File: config.mk
export PLATFORM = sky130hd
export DESIGN_NAME = jogo_memoria_param
export DESIGN_NICKNAME = d
export VERILOG_FILES = /design/src/rtl/jogo_memoria_param.sv
export SDC_FILE = /design/constraint.sdc
export NUM_CORES = 1
export LEC_CHECK = 0
export BUFFER_PORTS_ARGS = -buffer_cell sky130_fd_sc_hd__buf_2
export CAP_MARGIN = 0
export CORE_UTILIZATION = 55
export CTS_CLUSTER_SIZE = 8
export DETAILED_ROUTE_END_ITERATION = 8
export PLACE_DENSITY = 0.81
export SLEW_MARGIN = 30
export SYNTH_ARGS = -nofsm -noshare
export SYNTH_HDL_FRONTEND = slang
export SYNTH_SLANG_ARGS = --single-unit
File: constraint.sdc
create_clock -name clock -period 3.8 [get_ports clock]
set_input_delay 0 -clock clock [delete_from_list [all_inputs] [get_ports clock]]
set_output_delay 0 -clock clock [all_outputs]
set_load 0.05 [all_outputs]
File: src/rtl/jogo_memoria_param.sv
// Parametrised Simon-style memory game: replays a growing sequence on the LEDs, then checks presses.
// Optional feature: define JOGO_TIMEOUT_EN to enable the per-press timeout and FIM_TIMEOUT state.
module jogo_memoria_param #(
  parameter int unsigned N_BOTOES  = 4,
  parameter int unsigned PROF      = 16,
  parameter int unsigned T_LED     = 1000,
  parameter int unsigned T_TIMEOUT = 5000,
  localparam int unsigned AW       = $clog2(PROF)
) (
  input  logic                clock,
  input  logic                reset,
  input  logic                jogar,
  input  logic [N_BOTOES-1:0] botoes,
  input  logic                mem_we,
  input  logic [AW-1:0]       mem_addr,
  input  logic [N_BOTOES-1:0] mem_dado,
  output logic [N_BOTOES-1:0] leds,
  output logic                ganhou,
  output logic                perdeu,
  output logic                pronto,
  output logic                timeout,
  output logic [AW-1:0]       db_rodada,
  output logic [AW-1:0]       db_endereco,
  output logic [3:0]          db_estado
);

  localparam int unsigned LW = $clog2(T_LED);

  typedef enum logic [3:0] {
    StInicial    = 4'h0,
    StPrepara    = 4'h1,
    StMostra     = 4'h2,
    StApaga      = 4'h3,
    StProxLed    = 4'h4,
    StEspera     = 4'h5,
    StCompara    = 4'h6,
    StProxJog    = 4'h7,
    StProxRod    = 4'h8,
    StFimAcerto  = 4'hA,
    StFimErro    = 4'hE,
    StFimTimeout = 4'hF
  } estado_e;

  estado_e               estado_q, estado_d;
  logic [AW-1:0]         rodada_q, rodada_d;
  logic [AW-1:0]         endereco_q, endereco_d;
  logic [LW-1:0]         led_cnt_q, led_cnt_d;
  logic [N_BOTOES-1:0]   jogada_q, jogada_d;
  logic                  botao_ant_q, botao_ant_d;
  logic [N_BOTOES-1:0]   leds_q, leds_d;
  logic                  ganhou_q, ganhou_d;
  logic                  perdeu_q, perdeu_d;
  logic                  pronto_q, pronto_d;
  logic [N_BOTOES-1:0]   mem_q [PROF];

  logic                  evento;
  logic                  fim;
  logic                  led_fim;
  logic                  ultimo_passo;
  logic                  rodada_max;
  logic [N_BOTOES-1:0]   mem_rd;

`ifdef JOGO_TIMEOUT_EN
  localparam int unsigned TW = $clog2(T_TIMEOUT);
  logic [TW-1:0]         to_cnt_q, to_cnt_d;
  logic                  timeout_q, timeout_d;
  logic                  to_fim;
  assign to_fim = (to_cnt_q == TW'(T_TIMEOUT - 1));
`else
  logic                  unused_cfg;
  assign unused_cfg = ^T_TIMEOUT;
`endif

  // A press event is the rising edge of "any button down"; holding never retriggers.
  assign evento       = (|botoes) & ~botao_ant_q;
  assign fim          = (estado_q == StFimAcerto) || (estado_q == StFimErro) ||
                        (estado_q == StFimTimeout);
  assign led_fim      = (led_cnt_q == LW'(T_LED - 1));
  assign ultimo_passo = (endereco_q == rodada_q);
  assign rodada_max   = (rodada_q == AW'(PROF - 1));
  assign mem_rd       = mem_q[endereco_q];
  assign botao_ant_d  = |botoes;

  always_comb begin
    estado_d   = estado_q;
    rodada_d   = rodada_q;
    endereco_d = endereco_q;
    led_cnt_d  = '0;
    jogada_d   = jogada_q;
`ifdef JOGO_TIMEOUT_EN
    to_cnt_d   = '0;
`endif
    case (estado_q)
      StInicial: begin
        if (jogar) estado_d = StPrepara;
      end
      StPrepara: begin
        rodada_d   = '0;
        endereco_d = '0;
        jogada_d   = '0;
        estado_d   = StMostra;
      end
      StMostra: begin
        if (led_fim) estado_d = StApaga;
        else         led_cnt_d = led_cnt_q + LW'(1);
      end
      StApaga: begin
        if (!led_fim) begin
          led_cnt_d = led_cnt_q + LW'(1);
        end else if (ultimo_passo) begin
          endereco_d = '0;
          estado_d   = StEspera;
        end else begin
          estado_d = StProxLed;
        end
      end
      StProxLed: begin
        endereco_d = endereco_q + AW'(1);
        estado_d   = StMostra;
      end
      StEspera: begin
`ifdef JOGO_TIMEOUT_EN
        to_cnt_d = to_cnt_q + TW'(1);
`endif
        // A press in the same cycle the timer expires wins.
        if (evento) begin
          jogada_d = botoes;
          estado_d = StCompara;
        end
`ifdef JOGO_TIMEOUT_EN
        else if (to_fim) begin
          estado_d = StFimTimeout;
        end
`endif
      end
      StCompara: begin
        if (jogada_q != mem_rd) estado_d = StFimErro;
        else if (!ultimo_passo) estado_d = StProxJog;
        else if (rodada_max)    estado_d = StFimAcerto;
        else                    estado_d = StProxRod;
      end
      StProxJog: begin
        endereco_d = endereco_q + AW'(1);
        estado_d   = StEspera;
      end
      StProxRod: begin
        rodada_d   = rodada_q + AW'(1);
        endereco_d = '0;
        estado_d   = StMostra;
      end
      StFimAcerto, StFimErro, StFimTimeout: begin
        if (jogar) estado_d = StPrepara;
      end
      default: estado_d = StInicial;
    endcase
  end

  // Outputs are decoded from the current state and registered, so they lag state by one cycle.
  always_comb begin
    leds_d   = (estado_q == StMostra) ? mem_rd : '0;
    ganhou_d = (estado_q == StFimAcerto);
    perdeu_d = (estado_q == StFimErro) || (estado_q == StFimTimeout);
    pronto_d = fim;
  end

`ifdef JOGO_TIMEOUT_EN
  assign timeout_d = (estado_q == StFimTimeout);
`endif

  always_ff @(posedge clock) begin
    if (reset) begin
      estado_q    <= StInicial;
      rodada_q    <= '0;
      endereco_q  <= '0;
      led_cnt_q   <= '0;
      jogada_q    <= '0;
      botao_ant_q <= 1'b0;
      leds_q      <= '0;
      ganhou_q    <= 1'b0;
      perdeu_q    <= 1'b0;
      pronto_q    <= 1'b0;
`ifdef JOGO_TIMEOUT_EN
      to_cnt_q    <= '0;
      timeout_q   <= 1'b0;
`endif
    end else begin
      estado_q    <= estado_d;
      rodada_q    <= rodada_d;
      endereco_q  <= endereco_d;
      led_cnt_q   <= led_cnt_d;
      jogada_q    <= jogada_d;
      botao_ant_q <= botao_ant_d;
      leds_q      <= leds_d;
      ganhou_q    <= ganhou_d;
      perdeu_q    <= perdeu_d;
      pronto_q    <= pronto_d;
`ifdef JOGO_TIMEOUT_EN
      to_cnt_q    <= to_cnt_d;
      timeout_q   <= timeout_d;
`endif
    end
  end

  // Sequence storage is not reset so a pattern survives a game abort.
  always_ff @(posedge clock) begin
    if (mem_we && ((estado_q == StInicial) || fim)) begin
      mem_q[mem_addr] <= mem_dado;
    end
  end

  assign leds        = leds_q;
  assign ganhou      = ganhou_q;
  assign perdeu      = perdeu_q;
  assign pronto      = pronto_q;
  assign db_rodada   = rodada_q;
  assign db_endereco = endereco_q;
  assign db_estado   = estado_q;
`ifdef JOGO_TIMEOUT_EN
  assign timeout     = timeout_q;
`else
  assign timeout     = 1'b0;
`endif

endmodule

==> Word level (Yosys, flattened, before mapping) <==
Memories as Yosys holds them, arrays and structs flattened. A register that Yosys moved wholly into a read port is not among the register bits.
Cells that the tools add are included.
{ "word_totals": {"regBits": 34, "latchBits": 0, "ramBits": 64, "mem_bits_ro": 0, "out_inout_bits": 20, "word_cells": 77, "n_memories": 1} }
{ "mem_list": {"columns": ["memory", "words", "word_bits", "rd", "rd_clocked_by_memory_dff", "write_ports", "line_no", "rtl"], "rows": [
  ["mem_q", 16, 4, 1, 1, 1, "54", "logic [N_BOTOES-1:0] mem_q [PROF];"]
]} }
{ "op_classes": {"addsub": 3, "mul": 0, "div": 0, "magnitude_cmp": 0, "eq_ne": 20, "shifts": 0, "n_mux": 19, "n_bitwise": 4, "reduce_logical": 20} }
{ "op_table": {"columns": ["cell", "n"], "rows": [
  ["two-way mux 4 bit", 11],
  ["one-hot mux 4 bit (7 select lines)", 1],
  ["equality test 4 bit (second input constant)", 5],
  ["equality test 4 x 3 -> 1 bit (second input constant)", 4],
  ["one-hot mux 4 bit (2 select lines)", 2],
  ["one-hot mux 4 bit (3 select lines)", 1],
  ["adder 10 x 1 -> 10 bit (second input constant)", 1],
  ["equality test 10 bit (second input constant)", 1],
  ["adder 4 x 1 -> 4 bit (second input constant)", 2],
  ["equality test 4 x 2 -> 1 bit (second input constant)", 2],
  ["!= test 2 bit (second input constant)", 4],
  ["OR reduction 2 bit", 4],
  ["OR reduction 4 bit", 2],
  ["OR reduction 3 bit", 2],
  ["equality test 4 x 1 -> 1 bit (second input constant)", 1],
  ["equality test 4 bit", 1],
  ["logical NOT 4 bit", 1],
  ["logical OR 1 bit", 4],
  ["!= test 4 bit", 1],
  ["AND reduction 4 bit", 1],
  ["nonzero test 2 bit", 2],
  ["two-way mux 1 bit", 3],
  ["inverter 1 bit", 3],
  ["AND reduction 3 bit", 1],
  ["6 further kinds", 6]
]} }

==> Longest topological paths before layout <==
{ "depth": {"ltp_word": 7, "ltp_mapped": 9} }

==> Worst setup path after synthesis <==
No wires, ideal clock.
{ "synth_timing": {"kind": "register to register", "from": "reg estado_q[1], in the netlist db_estado[1]", "to": "mem mem_q[0][0], enable pin", "setup_time_ps": 361, "arrival_time_ps": 2083, "t_required_ps": 3439, "setup_slack_ps": 1356, "stages_incl_launch_ff": 7, "synth_period_minus_slack_ps": 2444, "cell_sequence": "dfxtp_1 > clkbuf_1 > nand2_1 > a21oi_1 > o21ai_0 > or3_1 > nor3_1"} }
{ "synth_between": {"elab_chain_len": 7} }
{ "synth_lines": {"columns": ["item", "line_no", "rtl"], "rows": [
  ["from (decl)", "44", "estado_e estado_q, estado_d;"],
  ["from (signal assigned)", "172", "estado_q <= StInicial;"],
  ["from (signal assigned)", "187", "estado_q <= estado_d;"],
  ["equality test 4 bit", "76", "assign fim = (estado_q == StFimAcerto) || (estado_q == StFimErro) ||"],
  ["logical OR 1 bit (2 in series)", "76", null],
  ["logical OR 1 bit (*)", "206", "if (mem_we && ((estado_q == StInicial) || fim)) begin"],
  ["logical AND 1 bit (*)", "206", null],
  ["two-way mux 1 bit (*)", "206", null],
  ["two-way mux 1 bit (not written as such) (*)", "207", "mem_q[mem_addr] <= mem_dado;"],
  ["to (decl)", "54", null]
]} }
Mark *: on every way between the ends. The rest lies on a longest branch, timed or not.

==> Final worst setup path <==
Same ends and word-level chain as after synthesis.

==> reports/metrics.yaml <==
grt_start_max_net_pins: 28
placedCellCount: 495
first_pass_grt_wire_length_um: 14700
route.final.wire_length_um: 8890
clock_sink_count: 102
clock_tree_from_tritoncts: "built"
dominant_combinational_cell_family_by_area_after_synthesis: "simple AND/OR/NAND/NOR gates"
clock_path_buffers: 2
initial_utilization_pct: 57.7
holdPathStages: 1
yosys.cell_count.top_type: "edfxtp_1"
drt.antenna.violating_nets: 0
antenna_found_initial: 0
fin_crit_ns: 2.70
netlist_top_cells_area: "edfxtp_1, dfxtp_1, mux4_2"
fp.coreArea_mm2: 0.00785
pwr_density_cell_mw_per_mm2: 461
floorplan.die_area_mm2: 0.00860
clock-root-buffer: "clkbuf_8"
yosysWarnings: 0
summed_instance_area_of_the_synthesized_netlist_mm2: 0.00453
drcViolationCount: 0
ir_worst_vdd_mv: 0.288
synth_adder_area_share_pct: 0.829
synth.avg_cell_area_um2: 12.0
drv_cap: 0
fp-row-count: 32
final-max-slew-violation-count: 0
crit_path_cell_chain: "nand2_1 > a21oi_1 > o21ai_0 > or3_1 > nor3_1"
finish.cell_count_without_fillers: 515
skew_ns: 0.0141
drt-vias-per-instance: 6.04
drive_gt1_share_pct: 16.0
final_min_period_over_clock_period_pct: 71.1
critical_path.reg2reg.startpoint: "db_estado[1]"
cts_made_buffers: 9
number_of_global_route_vias_before_repair: 2960
ys_seq_elements: 102
worstSetupEndpointType: "flop"
synth.area.mux_share_pct: 10.1
drt_iter0_markers: 211
synthesis.nets: 398
area_leader_netlist: "edfxtp_1"
syn_inst: 379
drt-wirelength-per-cell_um: 17.3
grt_setup_unrepaired: "false"
cts_hold_repair.buffers: 4
cp_launch_type: "flop"
cell_variety_after_synth: 53
gr-usage-all-layers_pct: 22.5
drt_pass1_iterations: 5
dieHeight_um: 92.8
critical_path_peak_fanout: 19
yosys_most_used_dff: "edfxtp_1"
netlist_top_cells_count: "edfxtp_1, nor2_1, dfxtp_1, mux2i_1, nand2_1"
diodes: 0
port_buffers: 34
cts-htree-levels: 3
worst_path_max_delay_cell: "dfxtp_1"
worst_pin_slew_ns: 0.897
postCtsSetupRepairBufs: 0
outcome: "completed"
critPathArrivalTime_ns: 2.71
nNetsFinal: 427
worstPathRequired_ns: 3.81
synth.top_cell.area_share_pct: 42.4
route.vias.total: 3111
min_path_type: "input pin to flop"
max_slew_margin_pct: 40.1
clock_insertion_delay_worst_skew_ns: 0.37
hold_viol: 0
critPathKind: "flop to flop"
grt.overflow.total: 0
cts_resized: 0
max_stage_delay_ns: 0.71
async_flop_share_pct: 0
ff2ff_setup_slack_ns: 1.10
num_io_pins: 36
holdCritStartpoint: "mem_dado[2]"
timing.setup.tns_ns: 0
synth.yosys.seq_area_share_pct: 59.2
r2r_cells: 5
gpl.final_weighted_congestion: 0.868
timing.hold.worst_endpoint: "mem_q[14][2]"
syn_to_final_growth_pct: 9.72
fin_util_pct: 63.3
maxClockFrequency_mhz: 370
xor_xnor_portion_of_the_synthesized_cell_area_pct: 3.29
complex_gate_fraction_of_the_synthesized_area_pct: 9.53
share_of_synthesized_cell_area_in_and_or_nand_and_nor_gates_pct: 13.9
path_clk_slew_ns: 0.10
number_of_enable_type_register_cells_in_the_synthesized_netlist: 64
reg2reg_to: "mem_q[0][0]"
dp.final_hpwl_um: 6170
floorplan.die.width_um: 92.8
setup_viol_count_final: 0
power_leakage_nw: 1.68
[cell type report]
type / count / area, um^2
sequential: 102 / 2680
fill: 597 / 2880
inverter: 6 / 22.5
clock buffer: 9 / 124
multi-input combinational: 249 / 1710
timing repair buffer: 40 / 225
clock inverter: 7 / 78.8
tap: 102 / 128
[where the power goes]
group / leakage [nW] / total (mW) / switching [mW] / internal (mW)
clock network: 0.100 / 0.698 / 0.384 / 0.314
registers: 0.884 / 1.26 / 0.0571 / 1.20
logic: 0.692 / 0.331 / 0.217 / 0.114
[worst max-delay path by stage]
stage | to | cells after the start | startpoint
after floorplan | mem_q[0][0] | 6 | db_estado[1]
after global placement | mem_q[0][0] | 5 | db_estado[2]
after detailed placement | mem_q[0][2] | 5 | db_estado[2]
after CTS | mem_q[0][2] | 5 | db_estado[1]
after global routing | mem_q[0][2] | 5 | db_estado[1]
final | mem_q[0][0] | 5 | db_estado[1]
[critical path, delay by kind of cell (launching register included)]
| kind | cells | cell delay, ns |
|---|---|---|
| simple gates | 3 | 1.20 |
| flops | 1 | 0.71 |
| compound gates | 2 | 0.45 |
[registers in the layout, indices dropped and copies added (netlist names), named ones only]
register,cells
led_cnt_q,10
pronto,1
mem_q,64
perdeu,1
ganhou,1
leds,4
db_rodada,4
jogada_q,4
botao_ant_q,1
db_estado,4
db_endereco,4
[routing by layer]
metal | track usage (%) | up-vias | share of wire (%)
met1 | 31.6 | 1504 | 44
met5 | 0 | - | 0
met4 | 9.23 | 0 | 2.1
met2 | 35.0 | 115 | 48
met3 | 3.45 | 18 | 5.6
li1 | - | 1474 | -
[kinds of logic (layout without fill, tap and decap cells)]
kind of cell               after synthesis  in the layout
muxes                                   33             33
AOI/OAI and AO/OA                       66             66
and+or+nand+nor                        129            129
other                                    1              1
buffers and inverters                   28             62
adders and majority gates                3              3
xor gates and xnor gates                17             17
DFF                                    102            102
[metrics by stage]
step | setup WS (ns) | hold slack, ns | total power, mW | cell area [um^2]
2_1_floorplan | 1.36 | 0.0989 | 1.53 | 4530
3_3_place_gp | 1.29 | 0.257 | 1.60 | 4730
3_5_place_dp | 1.15 | 0.271 | 1.61 | 4730
4_1_cts | 1.15 | 0.00817 | 2.30 | 4970
5_1_grt | 0.914 | 0.0263 | 2.39 | 4970
6_report | 1.10 | 0.0238 | 2.29 | 4970
[cell usage in the layout, fill, tap and decap left out, types with 4 or more instances in the layout]
cell            n
inv_1           5
nor2_1         41
mux4_2         10
and3_1          6
nand4_1         4
nand2_1        21
nand3b_1        5
buf_2          34
a21oi_1        17
nand2b_1        4
nand3_1        13
dlygate4sd3_1   4
mux2i_1        22
xor2_1          9
clkbuf_8        9
o21ai_0        18
dfxtp_1        38
nor2b_1         8
xnor2_1         8
edfxtp_1       64
a31oi_1         4
or3_1           7
nor3_1         12
Power figures use the tool's default switching activity.
